--- src/rtl/fwd_hazard_unit.sv ---
// Forwarding unit: EXEC..WB destination scoreboard with EXEC operand selects and load-use stall.
// Optional FWD_ZERO_REG_EN: register tag 0 is hard-wired zero and never forwards or stalls.
module fwd_hazard_unit #(
  parameter int REG_AW     = 2,
  parameter int DEPTH      = 3,
  parameter int LOAD_STAGE = 2,
  parameter int SELW       = $clog2(DEPTH)
) (
  input  logic              clk,
  input  logic              rst,
  input  logic              id_valid,
  input  logic [REG_AW-1:0] id_src1,
  input  logic [REG_AW-1:0] id_src2,
  input  logic [REG_AW-1:0] id_dest,
  input  logic              id_wb,
  input  logic              id_load,
  input  logic              flush,
  output logic              stall,
  output logic [SELW-1:0]   ex_sel1,
  output logic [SELW-1:0]   ex_sel2,
  output logic [15:0]       stall_cnt
);

`ifdef FWD_ZERO_REG_EN
  localparam bit ZERO_REG = 1'b1;
`else
  localparam bit ZERO_REG = 1'b0;
`endif

  typedef struct packed {
    logic              valid;
    logic [REG_AW-1:0] dest;
    logic              wb;
    logic              load;
  } ent_t;

  ent_t              s [DEPTH];
  logic [REG_AW-1:0] ex_src1;
  logic [REG_AW-1:0] ex_src2;
  logic              st1;
  logic              st2;

  function automatic logic hit(ent_t e, logic [REG_AW-1:0] r);
    hit = e.valid && e.wb && (e.dest == r)
          && !(ZERO_REG && (e.dest == '0));
  endfunction

  // EXEC operand selects: lowest matching stage (youngest producer) wins
  always_comb begin
    ex_sel1 = '0;
    ex_sel2 = '0;
    if (s[0].valid) begin
      for (int k = DEPTH - 1; k >= 1; k--) begin
        if (hit(s[k], ex_src1)) ex_sel1 = SELW'(k);
        if (hit(s[k], ex_src2)) ex_sel2 = SELW'(k);
      end
    end
  end

  // Load-use stall: youngest producer per source decides, loads too young stall
  always_comb begin
    st1 = 1'b0;
    st2 = 1'b0;
    for (int k = DEPTH - 1; k >= 0; k--) begin
      if (hit(s[k], id_src1))
        st1 = s[k].load && (k + 1 < LOAD_STAGE);
      if (hit(s[k], id_src2))
        st2 = s[k].load && (k + 1 < LOAD_STAGE);
    end
    stall = !rst && id_valid && !flush && (st1 || st2);
  end

  // Scoreboard shift, EXEC capture/bubble and saturating stall counter
  always_ff @(posedge clk) begin
    if (rst) begin
      for (int i = 0; i < DEPTH; i++) s[i] <= '0;
      ex_src1   <= '0;
      ex_src2   <= '0;
      stall_cnt <= '0;
    end else begin
      for (int i = 1; i < DEPTH; i++) s[i] <= s[i-1];
      if (!stall && !flush) begin
        s[0]    <= '{valid: id_valid, dest: id_dest,
                     wb: id_wb, load: id_load};
        ex_src1 <= id_src1;
        ex_src2 <= id_src2;
      end else begin
        s[0] <= '0;
      end
      if (stall && stall_cnt != 16'hFFFF)
        stall_cnt <= stall_cnt + 16'd1;
    end
  end

endmodule

--- config.mk ---
export PLATFORM = sky130hd
export DESIGN_NAME = fwd_hazard_unit
export DESIGN_NICKNAME = d
export VERILOG_FILES = /design/src/rtl/fwd_hazard_unit.sv
export SDC_FILE = /design/constraint.sdc
export NUM_CORES = 1
export LEC_CHECK = 0
export BUFFER_PORTS_ARGS = -buffer_cell sky130_fd_sc_hd__buf_2
export CAP_MARGIN = 20
export CORE_ASPECT_RATIO = 0.8
export CORE_MARGIN = 2
export CORE_UTILIZATION = 56
export CTS_BUF_LIST = sky130_fd_sc_hd__clkbuf_8
export CTS_CLUSTER_SIZE = 8
export DETAILED_ROUTE_END_ITERATION = 7
export PLACE_DENSITY = 0.83
export SYNTH_ARGS = -nofsm -noshare
export SYNTH_HDL_FRONTEND = slang
export SYNTH_SLANG_ARGS = --single-unit
--- constraint.sdc ---
create_clock -name clk -period 2.7 [get_ports clk]
set_input_delay 0.675 -clock clk [delete_from_list [all_inputs] [get_ports clk]]
set_output_delay 0.675 -clock clk [all_outputs]
set_load 0.05 [all_outputs]
==> impl_metrics.env <==
export IMPL_syn_inst=165
export IMPL_final_max_slew_viol_count=0
export IMPL_grt_pass1_wl_um=6090
export IMPL_setup_violations=0
export IMPL_die_w_um=64.1
export IMPL_syn_area_um2=1620
export IMPL_synth_simple_area_share_pct=28.3
export IMPL_synth_top_area_share_pct=24.7
export IMPL_grt_pass1_vias=1309
export IMPL_drtPass1Iterations=4
export IMPL_antenna_left=0
export IMPL_cts_max_level=2
export IMPL_synth_xor_area_share_pct=7.58
export IMPL_drt_iter0_markers=86
export IMPL_synth_area_leaders="dfxtp_1 25%, edfxtp_1 24%, xor2_1 6.5%"
export IMPL_final_nets=231
export IMPL_fin_crit_sh_pct=92.4
export IMPL_clock_latency_ns=0.28
export IMPL_clk_pin_slew_ns=0.06
export IMPL_yosysTopAreaCell="dfxtp_1"
export IMPL_cpMostUsedCell="buf_2"
export IMPL_cts_buffer_depth=2
export IMPL_synth_compound_area_share_pct=12.4
export IMPL_n_antenna_cell=0
export IMPL_tightest_slew_ns=0.507
export IMPL_arrival_ns=1.82
export IMPL_die_h_um=52.1
export IMPL_power_density_nw_per_um2=491
export IMPL_area_growth_pct=23.7
export IMPL_place_inst=249
export IMPL_root_buffer="clkbuf_8"
export IMPL_min_path_type="register to register"
export IMPL_wire_per_inst_um=14.1
export IMPL_fin_crit_ns=2.49
export IMPL_place_hpwl_um=2680
export IMPL_grt_total_usage_pct=24.7
export IMPL_io_buffer_count=32
export IMPL_yosys_top_cells_count="20 x dfxtp_1, 17 x a21oi_1, 14 x nand2_1, 13 x edfxtp_1, 12 x xor2_1"
export IMPL_critPathRequiredTime_ns=2.03
export IMPL_postSynthAreaPerCell_um2=9.80
export IMPL_drt_drc_violations_left=0
export IMPL_ys_types=35
export IMPL_cts_resized=0
export IMPL_clkSinkCount=33
export IMPL_cts_hold_buf=0
export IMPL_rsz0062_at_grt="no"
export IMPL_core_area_um2=2740
export IMPL_synth_edf_count=13
export IMPL_drv_cap=0
export IMPL_slew_headroom_pct=65.9
export IMPL_grt_max_degree=20
export IMPL_final_setup_tns_ns=0
export IMPL_clock_fmax_mhz=401
export IMPL_yosysSeqAreaShare_pct=48.9
export IMPL_async_flop_share_pct=0
export IMPL_fin_worst_skew_ns=0.00765
export IMPL_synthMuxAreaShare_pct=0.619
export IMPL_max_stage_delay_ns=0.35
export IMPL_numCtsBuffers=5
export IMPL_ir_drop_v=0.000341
export IMPL_fin_util_pct=73.0
export IMPL_wirelength_um=3620
export IMPL_critPathLaunchType="primary input"
export IMPL_slowest_stage="o22ai_1"
export IMPL_postCtsSetupRepairBufs=0
export IMPL_die_area_um2=3340
export IMPL_fp_row_count=17
export IMPL_instances_no_fill=257
export IMPL_io_pins=33
export IMPL_worstSetupPathType="primary input to primary output"
export IMPL_synth_top_family_by_area="simple AND/OR/NAND/NOR gates"
export IMPL_routabilityCongestion=0.807
export IMPL_start_util_pct=59.0
export IMPL_vias=1461
export IMPL_cts_tree="yes"
export IMPL_hold_violations=0
export IMPL_synth_seq_cells=33
export IMPL_via_per_inst=5.68
export IMPL_antenna_found_initial=0
export IMPL_status="finished, final reports clean"
export IMPL_critPathCaptureType="primary output"
export IMPL_fin_total_pwr_mw=0.982
export IMPL_yosysMostFrequentCell="dfxtp_1"
export IMPL_grt_ovfl_total=0
export IMPL_synthAdderAreaFrac_pct=0.773
export IMPL_crit_chain="buf_2, xor2_1, o22ai_1, nand2_1, inv_1, buf_2"
export IMPL_critPathMaxFanout=4
export IMPL_drive_gt1_share_pct=22.8
export IMPL_synth_flop_cell="dfxtp_1"
export IMPL_synth_warnings=0
export IMPL_leakage_nw=0.828
worst paths after layout:
kind	start	to	slack [ns]	depth (start not counted)
worst max register to register	stall_cnt[0]$_SDFFE_PP0P_	stall_cnt[5]$_SDFFE_PP0P_	0.57	7
worst min register to register	stall_cnt[1]$_SDFFE_PP0P_	stall_cnt[1]$_SDFFE_PP0P_	0.53	2
worst min-delay path	stall_cnt[1]$_SDFFE_PP0P_	stall_cnt[1]$_SDFFE_PP0P_	0.53	2
worst max-delay path	id_src2[1]	stall	0.21	6
layer usage:
metal	vias up	wire length (µm)	global-route usage [%]
met4	0	34	9.93
li1	710	-	-
met5	-	0	0
met3	4	262	8.44
met2	66	1680	38.4
met1	681	1640	32.0
layout make-up:
class | count | area (µm²)
Inverter | 1 | 3.75
Fill cell | 219 | 742
Sequential cell | 33 | 791
Tap cell | 38 | 47.5
Clock inverter | 2 | 7.51
Clock buffer | 6 | 82.6
Timing Repair Buffer | 38 | 205
Multi-Input combinational cell | 139 | 865
report_power, final:
group | internal [mW] | leakage [nW] | total (mW) | switching [mW]
Clock | 0.200 | 0.0538 | 0.367 | 0.167
Sequential | 0.534 | 0.294 | 0.547 | 0.0125
Combinational | 0.0275 | 0.479 | 0.0682 | 0.0407
cell families (layout without fill, tap and decap cells):
group,count (synthesis),after routing
simple gates,75,75
other cells,1,13
mux,1,1
flops,33,33
fa+ha+maj,1,1
buf+inv,5,47
compound gates,35,35
xor+xnor,14,14
flip-flops by register name, summed over array words and instances, names as in the netlist:
register / count
ex_src1: 2
ex_src2: 2
stall_cnt: 16
s: 13
through the flow:
step,hold slack [ns],setup slack [ns],area (µm²)
3_5_place_dp,0.526,0.307,1910
4_1_cts,0.530,0.213,2000
5_1_grt,0.546,0.137,2000
6_report,0.527,0.206,2000
3_3_place_gp,0.491,0.321,1910
2_1_floorplan,0.490,0.352,1680
placed cells by master (no fill, tap or decap):
cell type,count
and4b_1,1
edfxtp_1,13
and3_1,6
buf_4,6
conb_1,13
xor2_1,12
nand3_4,1
nand2_1,14
nor2_1,3
xnor2_1,2
o31ai_1,5
inv_1,3
dfxtp_1,20
or4_1,6
and2_1,2
mux2i_1,1
nand4_1,9
or3_1,5
or3_4,1
or2b_1,1
or3b_1,2
o21ai_1,7
nor3_1,5
nand3_1,6
buf_2,32
o22a_1,1
o22ai_1,1
o21ai_0,2
nor4_2,3
a21oi_1,17
ha_1,1
nor2b_1,9
clkbuf_8,6
o41ai_1,2
and4_4,1
worst max-delay path, delay by kind of cell:
kind	cells	cell delay [ns]
buffers and inverters	3	0.48
AOI/OAI and AO/OA	1	0.35
xor gates and xnor gates	1	0.17
and+or+nand+nor	1	0.14
(Power assumes the default switching activity.)
